$ cat src/rtl/i2c_req_arbiter.sv
// Two-requester front end for a single I2C master.
// Arbitrates req0/req1 round-robin, sequences start/transfer/stop on the
// master controls, counts bytes, watches for slave NACK and for a stalled
// master (idle timeout), and reports completion with done/err.
module i2c_req_arbiter #(
  parameter int unsigned TIMEOUT = 255
) (
  input  logic       clk,
  input  logic       reset_n,
  input  logic       req0,
  input  logic       req1,
  input  logic       mode0,
  input  logic       mode1,
  input  logic [6:0] addr0,
  input  logic [6:0] addr1,
  input  logic [7:0] wdata0,
  input  logic [7:0] wdata1,
  input  logic [3:0] len0,
  input  logic [3:0] len1,
  output logic [1:0] gnt,
  output logic       wnext,
  output logic [7:0] rdata,
  output logic       rvalid,
  output logic       done,
  output logic       err,
  output logic       m_en,
  output logic       m_start,
  output logic       m_stop,
  output logic       m_mode,
  output logic [6:0] m_addr,
  output logic [7:0] m_wdata,
  input  logic       m_byte_done,
  input  logic       m_nack,
  input  logic       m_idle,
  input  logic [7:0] m_rdata
);

  localparam logic [7:0] TIMEOUT_C = 8'(TIMEOUT);

  typedef enum logic [2:0] {
    S_IDLE  = 3'd0,
    S_START = 3'd1,
    S_XFER  = 3'd2,
    S_ABORT = 3'd3,
    S_DONE  = 3'd4
  } state_t;

  // A zero byte count still moves one byte.
  function automatic logic [3:0] eff_len(input logic [3:0] len);
    if (len == 4'd0) begin
      return 4'd1;
    end else begin
      return len;
    end
  endfunction

  state_t     state_r, state_nx;
  logic [1:0] gnt_r, gnt_nx;
  logic       ptr_r, ptr_nx;
  logic       mode_r, mode_nx;
  logic [6:0] addr_r, addr_nx;
  logic [3:0] len_r, len_nx;
  logic [3:0] cnt_r, cnt_nx;
  logic [7:0] to_r, to_nx;
  logic       errf_r, errf_nx;
  logic [7:0] rdata_r, rdata_nx;
  logic       en_r, en_nx;
  logic       start_r, start_nx;
  logic       stop_r, stop_nx;
  logic       wnext_r, wnext_nx;
  logic       rvalid_r, rvalid_nx;
  logic       done_r, done_nx;
  logic       err_r, err_nx;
  logic       sel1_s;
  logic [7:0] m_wdata_s;

  // State register; reset returns to IDLE immediately.
  always_ff @(posedge clk or negedge reset_n) begin
    if (!reset_n) begin
      state_r <= S_IDLE;
    end else begin
      state_r <= state_nx;
    end
  end

  // Next-state, datapath and next-output decode. Outputs are computed for
  // the upcoming state so that after registering they line up with it.
  always_comb begin
    state_nx  = state_r;
    gnt_nx    = gnt_r;
    ptr_nx    = ptr_r;
    mode_nx   = mode_r;
    addr_nx   = addr_r;
    len_nx    = len_r;
    cnt_nx    = cnt_r;
    to_nx     = to_r;
    errf_nx   = errf_r;
    rdata_nx  = rdata_r;
    en_nx     = 1'b0;
    start_nx  = 1'b0;
    stop_nx   = 1'b0;
    wnext_nx  = 1'b0;
    rvalid_nx = 1'b0;
    done_nx   = 1'b0;
    err_nx    = 1'b0;
    // Pointer names the favoured requester; the other wins only if the
    // favoured one is not asking.
    sel1_s    = ptr_r ? req1 : ~req0;

    case (state_r)
      S_IDLE: begin
        if (req0 || req1) begin
          gnt_nx   = sel1_s ? 2'b10 : 2'b01;
          mode_nx  = sel1_s ? mode1 : mode0;
          addr_nx  = sel1_s ? addr1 : addr0;
          len_nx   = sel1_s ? eff_len(len1) : eff_len(len0);
          cnt_nx   = 4'd0;
          to_nx    = 8'd0;
          errf_nx  = 1'b0;
          state_nx = S_START;
          en_nx    = 1'b1;
          start_nx = 1'b1;
        end else begin
          state_nx = S_IDLE;
        end
      end

      S_START: begin
        to_nx    = 8'd0;
        state_nx = S_XFER;
        en_nx    = 1'b1;
      end

      S_XFER: begin
        if (stop_r && m_idle) begin
          // Master has finished the stop condition.
          state_nx = S_DONE;
          done_nx  = 1'b1;
          err_nx   = errf_r;
        end else begin
          en_nx   = 1'b1;
          stop_nx = stop_r;
          if (m_byte_done) begin
            to_nx = 8'd0;
            // Once stop is requested no further bytes are accounted.
            if (!stop_r && (cnt_r < len_r)) begin
              cnt_nx = cnt_r + 4'd1;
              if ((cnt_r + 4'd1) == len_r) begin
                stop_nx = 1'b1;
              end else begin
                stop_nx = stop_r;
              end
              if (mode_r) begin
                rdata_nx  = m_rdata;
                rvalid_nx = 1'b1;
              end else if (!m_nack && ((cnt_r + 4'd1) < len_r)) begin
                wnext_nx = 1'b1;
              end else begin
                wnext_nx = 1'b0;
              end
            end else begin
              cnt_nx = cnt_r;
            end
          end else begin
            to_nx = to_r + 8'd1;
          end
          // NACK handled after byte accounting so a shared cycle still counts.
          if (m_nack) begin
            errf_nx = 1'b1;
            stop_nx = 1'b1;
          end else begin
            errf_nx = errf_r;
          end
          if (!m_byte_done && ((to_r + 8'd1) == TIMEOUT_C)) begin
            state_nx = S_ABORT;
            en_nx    = 1'b0;
            stop_nx  = 1'b1;
            errf_nx  = 1'b1;
          end else begin
            state_nx = S_XFER;
          end
        end
      end

      S_ABORT: begin
        errf_nx  = 1'b1;
        state_nx = S_DONE;
        done_nx  = 1'b1;
        err_nx   = 1'b1;
      end

      S_DONE: begin
        state_nx = S_IDLE;
        gnt_nx   = 2'b00;
        // Favour whoever was not just served.
        ptr_nx   = gnt_r[0];
        mode_nx  = 1'b0;
        addr_nx  = 7'd0;
      end

      default: begin
        state_nx = S_IDLE;
        gnt_nx   = 2'b00;
      end
    endcase
  end

  // Transaction context and registered outputs.
  always_ff @(posedge clk or negedge reset_n) begin
    if (!reset_n) begin
      gnt_r    <= 2'b00;
      ptr_r    <= 1'b0;
      mode_r   <= 1'b0;
      addr_r   <= 7'd0;
      len_r    <= 4'd0;
      cnt_r    <= 4'd0;
      to_r     <= 8'd0;
      errf_r   <= 1'b0;
      rdata_r  <= 8'd0;
      en_r     <= 1'b0;
      start_r  <= 1'b0;
      stop_r   <= 1'b0;
      wnext_r  <= 1'b0;
      rvalid_r <= 1'b0;
      done_r   <= 1'b0;
      err_r    <= 1'b0;
    end else begin
      gnt_r    <= gnt_nx;
      ptr_r    <= ptr_nx;
      mode_r   <= mode_nx;
      addr_r   <= addr_nx;
      len_r    <= len_nx;
      cnt_r    <= cnt_nx;
      to_r     <= to_nx;
      errf_r   <= errf_nx;
      rdata_r  <= rdata_nx;
      en_r     <= en_nx;
      start_r  <= start_nx;
      stop_r   <= stop_nx;
      wnext_r  <= wnext_nx;
      rvalid_r <= rvalid_nx;
      done_r   <= done_nx;
      err_r    <= err_nx;
    end
  end

  // Write byte follows the granted requester directly, so the writer can
  // update wdata as soon as it sees wnext.
  always_comb begin
    m_wdata_s = 8'd0;
    case (gnt_r)
      2'b01:   m_wdata_s = wdata0;
      2'b10:   m_wdata_s = wdata1;
      default: m_wdata_s = 8'd0;
    endcase
  end

  assign gnt     = gnt_r;
  assign wnext   = wnext_r;
  assign rdata   = rdata_r;
  assign rvalid  = rvalid_r;
  assign done    = done_r;
  assign err     = err_r;
  assign m_en    = en_r;
  assign m_start = start_r;
  assign m_stop  = stop_r;
  assign m_mode  = mode_r;
  assign m_addr  = addr_r;
  assign m_wdata = m_wdata_s;

endmodule

$ cat config.mk
export PLATFORM = sky130hd
export DESIGN_NAME = i2c_req_arbiter
export DESIGN_NICKNAME = d
export VERILOG_FILES = /design/src/rtl/i2c_req_arbiter.sv
export SDC_FILE = /design/constraint.sdc
export NUM_CORES = 1
export LEC_CHECK = 0
export CORE_MARGIN = 10
export CORE_UTILIZATION = 45
export CTS_CLUSTER_DIAMETER = 60
export DETAILED_ROUTE_END_ITERATION = 6
export PLACE_DENSITY = 0.86
export SKIP_CTS_REPAIR_TIMING = 1
export SYNTH_ARGS = -nofsm -noshare
export SYNTH_HDL_FRONTEND = slang
export SYNTH_SLANG_ARGS = --single-unit
$ cat constraint.sdc
create_clock -name clk -period 2.2 [get_ports clk]
set_input_delay 0.44 -clock clk [delete_from_list [all_inputs] [get_ports clk]]
set_output_delay 0.44 -clock clk [all_outputs]
set_load 0.03 [all_outputs]
After elaboration in Yosys (flattened, before gate mapping)
Index checks and enable logic that the tools add are counted.
{"block": "totals", "reg_bits": 46, "word_cells": 123}
{"block": "op_classes", "addsub": 2, "n_lt_le_gt_ge": 2, "eq_ne": 16, "mux": 59, "n_bitwise": 3, "n_reduce_logical": 24}
{"cell": "1-bit two-way mux", "count": 33}
{"cell": "4-bit two-way mux", "count": 7}
{"cell": "8-bit two-way mux", "count": 3}
{"cell": "8-bit case mux with 3 select lines", "count": 1}
{"cell": "8-bit case mux with 2 select lines", "count": 1}
{"cell": "5-bit != test, second input constant", "count": 3}
{"cell": "7-bit two-way mux", "count": 2}
{"cell": "7-bit case mux with 2 select lines", "count": 1}
{"cell": "3-bit case mux with 4 select lines", "count": 1}
{"cell": "5-bit AND reduction", "count": 2}
{"cell": "8-bit by 1-bit adder with 8-bit output, second input constant", "count": 1}
{"cell": "8-bit equality test, second input constant", "count": 1}
{"cell": "4-bit zero test", "count": 2}
{"cell": "4-bit less-than comparator", "count": 2}
{"cell": "2-bit != test, second input constant", "count": 4}
{"cell": "4-bit case mux with 2 select lines", "count": 1}
{"cell": "3-bit by 2-bit equality test with 1-bit output, second input constant", "count": 2}
{"cell": "1-bit case mux with 2 select lines", "count": 3}
{"cell": "1-bit case mux with 3 select lines", "count": 2}
{"cell": "2-bit AND reduction", "count": 3}
{"cell": "3-bit AND reduction", "count": 2}
{"cell": "3-bit nonzero test", "count": 2}
{"cell": "4-bit by 1-bit adder with 4-bit output, second input constant", "count": 1}
{"cell": "4-bit equality test", "count": 1}
{"cell": "16 further kinds", "count": 25}

Logic depth before layout (Yosys ltp)
{"block": "logic_depth", "word_depth": 9, "depth_mapped": 8, "mapped_depth_nobuf": 7}

Worst setup path after synthesis
OpenSTA, ideal clock, no wires.
{"block": "synth_timing", "kind": "reg-to-output", "start": "register gnt_r[0] (netlist: gnt[0])", "end": "output port m_wdata[0]", "arrival_time_ps": 1512, "required_ps": 1760, "setup_slack_ps": 248, "stages_incl_launch_ff": 5, "cell_sequence": "dfrtp_1 inv_1 ha_1 buf_1 nor2_1"}
{"block": "synth_via", "elab_chain_cells": 2, "word_cells_on_any_way": 3, "classes_between": "eq/ne: 2; mux: 1"}
{"item": "from (decl)", "line": "58", "text": "logic [1:0] gnt_r, gnt_nx;"}
{"item": "from (signal assigned)", "line": "228", "text": "gnt_r <= gnt_nx;"}
{"item": "2-bit equality test or 2-bit by 1-bit equality test with 1-bit output (tied branches)", "line": "251", "text": "case (gnt_r)"}
{"item": "8-bit case mux with 2 select lines *", "line": "251"}
{"item": "to (decl)", "line": "31", "text": "output logic [7:0] m_wdata,"}
Every way passes the cells marked *; elsewhere a longest branch is shown, timed or not.

Worst setup path in the final report
{"block": "layout_timing", "start": "register len_r[2]", "end": "register rdata_r[1] (netlist: rdata[1])"}
{"block": "layout_via", "elab_chain_cells": 3}
{"item": "from (decl)", "line": "62", "text": "logic [3:0] len_r, len_nx;"}
{"item": "from (signal assigned)", "line": "232", "text": "len_r <= len_nx;"}
{"item": "4-bit less-than comparator", "line": "146", "text": "if (!stop_r && (cnt_r < len_r)) begin"}
{"item": "1-bit logical AND", "line": "146"}
{"item": "5-bit AND reduction (no line)"}
{"item": "to (signal assigned)", "line": "236", "text": "rdata_r <= rdata_nx;"}
{"item": "to (decl)", "line": "66", "text": "logic [7:0] rdata_r, rdata_nx;"}
Every way passes these cells.
A chain may end at the register's enable or synchronous reset.

==> impl_metrics.csv <==
group,metric,value,unit
grt,grt_max_degree,31,
grt,grt_usage,0.143,
grt,grt_pass1_wl,10500,µm
drt,vias,2253,
grt,overflow,0,
power,clkPwrFrac,0.140,
drt,drt-total-wl,6600,µm
clocking,cts_made_buffers,5,
timing,fin_tns_setup,0,ns
floorplanning,dieArea,9060,µm²
timing,setup_slack,0.0573,ns
synthesis,synth_largest_area_cell,"dfrtp_1",
drt,viasPerCell,5.40,
timing,hold_violations,0,
setup_path,path_class,"flop to flop",
power,p_seq_frac,0.309,
finish,fillers,415,
floorplanning,initial_core_util,0.462,
drt,post-route-drc-count,0,
place,gp_congestion,0.862,
timing,fmax,467,MHz
timing,drv_slew,0,
power,power.switching,1.97,mW
clocking,clkLatencyLatePin,0.30,ns
power,powerDensity,1260,nW/µm²
place,pre_cts_ws,0.0297,ns
place,dp_hpwl,5230,µm
drt,ant_nets,0,
setup_path,r2r_start,"len_r[2]",
setup_path,endpoint_kind,"flop",
setup_path,start_kind,"flop",
floorplanning,die-width,95.2,µm
synthesis,avgSynthCellArea,10.1,µm²
power,netSwitchingFraction,0.435,
power,p_int,2.56,mW
clocking,cts_tree,"done",
finish,synthToLayoutAreaGrowth,41.0,%
timing,slew_headroom,0.578,
synthesis,ys_warn_count,0,
setup_path,critPathArrivalTime,2.33,ns
synthesis,synth_seq_cells,46,
synthesis,synth_edf_count,0,
setup_path,rrSetupSlack,0.06,ns
floorplanning,num_rows,27,
flow_run,drv_cap,0,
clocking,root_buffer,"clkbuf_8",
setup_path,path_max_fanout,9,
synthesis,async_reset_ff_frac,1.00,
timing,fin_crit,2.14,ns
synthesis,synthFlopType,"dfrtp_1",
finish,utilization,0.651,
timing,hold_ws,0.147,ns
drt,drt_first_iter_violations,145,
floorplanning,ios,88,
clocking,cts_sinks,46,
setup_path,reg2regPathDepth,7,
synthesis,ys_types,52,
floorplanning,core_region_area,5510,µm²
timing,clock_skew,0.00655,ns
clocking,cts_buffer_depth,2,
grt,grt_pass1_vias,2308,
synthesis,synth_nets,321,
synthesis,ys_seq_area_frac,0.452,
timing,setup_viol,0,
clocking,cts.clk_slew.worst_paths,0.09,ns
timing,fin_crit_sh,0.974,
hold_path,hp-class,"input port to asynchronous set/reset pin",
grt,grt_antenna_before_repair,0,
setup_path,r2r_end,"rdata[1]",
synthesis,syn_area,2540,µm²
power,leakagePower,1.62,nW
synthesis,synth_top_area_share,0.452,
timing,worst_pin_slew,0.633,ns
drt,dr.pass1.iters,4,
setup_path,required,2.39,ns
finish,antenna_cells,0,
finish,drive_above_1_share,0.107,
synthesis,syn_inst,253,
synthesis,yosys-top-cells-area,"dfrtp_1 45%, ha_1 6.4%, mux2i_1 4.3%, nand2_1 3.8%, o21ai_0 3.5%",
run_status,status,"finished, final reports clean",
clocking,h-tree-depth,2,
place,port_buffers,87,
power,peakVddDrop,0.744,mV
finish,final_nets,412,
power,power.total,4.53,mW
power,combPwrFrac,0.552,
drt,wl_per_cell,15.8,µm
floorplanning,die_h,95.2,µm
synthesized netlist by cell type (2+ instances only):
| cell type | count |
|---|---|
| a211oi_1 | 2 |
| a21o_1 | 2 |
| a21oi_1 | 8 |
| a22o_1 | 2 |
| a22oi_1 | 8 |
| a31oi_1 | 2 |
| and3_1 | 3 |
| and4b_1 | 2 |
| buf_4 | 2 |
| buf_6 | 4 |
| clkbuf_1 | 2 |
| dfrtp_1 | 46 |
| ha_1 | 13 |
| inv_1 | 9 |
| mux2_1 | 8 |
| mux2i_1 | 11 |
| nand2_1 | 26 |
| nand2b_1 | 4 |
| nand3_1 | 6 |
| nor2_1 | 23 |
| nor2b_1 | 2 |
| nor3_1 | 5 |
| o21ai_0 | 18 |
| o21ai_1 | 9 |
| o31ai_1 | 5 |
| o41ai_1 | 2 |
| or2_2 | 2 |
| xnor2_1 | 3 |
metrics by stage:
stage / instance area (µm²) / instances
2_1_floorplan: 2540 / 253
6_report: 3590 / 417
4_1_cts: 3590 / 417
5_1_grt: 3590 / 417
3_3_place_gp: 3470 / 409
3_5_place_dp: 3470 / 409
power groups by stage:
stage                     Combinational [mW]  Clock (mW)  Sequential [mW]
after global routing                    2.72       0.682             1.44
final                                   2.50       0.632             1.40
after detailed placement                2.51           0             1.41
after CTS                               2.52       0.647             1.40
after floorplan                         1.26           0             1.74
after global placement                  2.45           0             1.40
how the worst max path moves through the flow:
| stage | from | to | slack [ns] | cells past startpoint |
|---|---|---|---|---|
| 2_1_floorplan | gnt[0] | m_wdata[0] | 0.25 | 4 |
| 3_3_place_gp | m_byte_done | rdata[6] | 0.06 | 4 |
| 3_5_place_dp | m_byte_done | rdata[1] | 0.03 | 4 |
| 4_1_cts | len_r[2] | rdata[1] | 0.06 | 7 |
| 5_1_grt | len_r[2] | rdata[6] | -0.05 | 7 |
| 6_report | len_r[2] | rdata[1] | 0.06 | 7 |
cells by family after synthesis:
group / after synthesis / synth area share
compound gates: 65 / 0.163
buf+inv: 20 / 0.0452
xor+xnor: 4 / 0.0138
mux: 21 / 0.0900
flops: 46 / 0.452
fa+ha+maj: 13 / 0.0639
simple gates: 84 / 0.172
placed cells by master (no fill, tap or decap), types with 3 or more instances in the layout:
cell type and count:
a21oi_1 8, a22oi_1 8, and3_1 3, buf_4 15, clkbuf_8 5, clkdlybuf4s50_1 78
dfrtp_1 46, ha_1 13, inv_1 9, mux2_1 8, mux2i_1 11, nand2_1 26
nand2b_1 4, nand3_1 6, nor2_1 23, nor3_1 5, o21ai_0 18, o21ai_1 9
o31ai_1 5, xnor2_1 3
routing by layer:
layer / wire length (µm) / share of wire / global-route usage / up-vias
met1: 2590 / 0.39 / 0.149 / 1059
met2: 3170 / 0.48 / 0.254 / 99
met5: 0 / 0 / 0 / -
li1: - / - / - / 1088
met4: 86 / 0.013 / 0.0486 / 0
met3: 748 / 0.11 / 0.0613 / 7
layout make-up:
cell class                      instances  area [µm²]  share of cell area
Multi-Input combinational cell        187        1280               0.357
Sequential cell                        46        1150               0.321
Timing Repair Buffer                   95         918               0.256
Tap cell                               72        90.1              0.0251
Clock buffer                            5        68.8              0.0192
Clock inverter                          3        45.0              0.0126
Inverter                                9        33.8             0.00942
flip-flops by register name, indices dropped and copies added, names as in the netlist:
register	count
cnt_r	4
done	1
err	1
errf_r	1
gnt	2
len_r	4
m_addr	7
m_en	1
m_mode	1
m_start	1
m_stop	1
ptr_r	1
rdata	8
rvalid	1
state_r	3
to_r	8
wnext	1
worst max-delay path: stages (launching register included):
cell and delay [ns]:
dfrtp_1 0.38, inv_1 0.09, ha_1 0.23, o21ai_1 0.12
a21oi_1 0.09, nor3b_1 0.32, and4b_2 0.44, mux2_1 0.36
No activity file was read; power rests on OpenSTA's default activity.
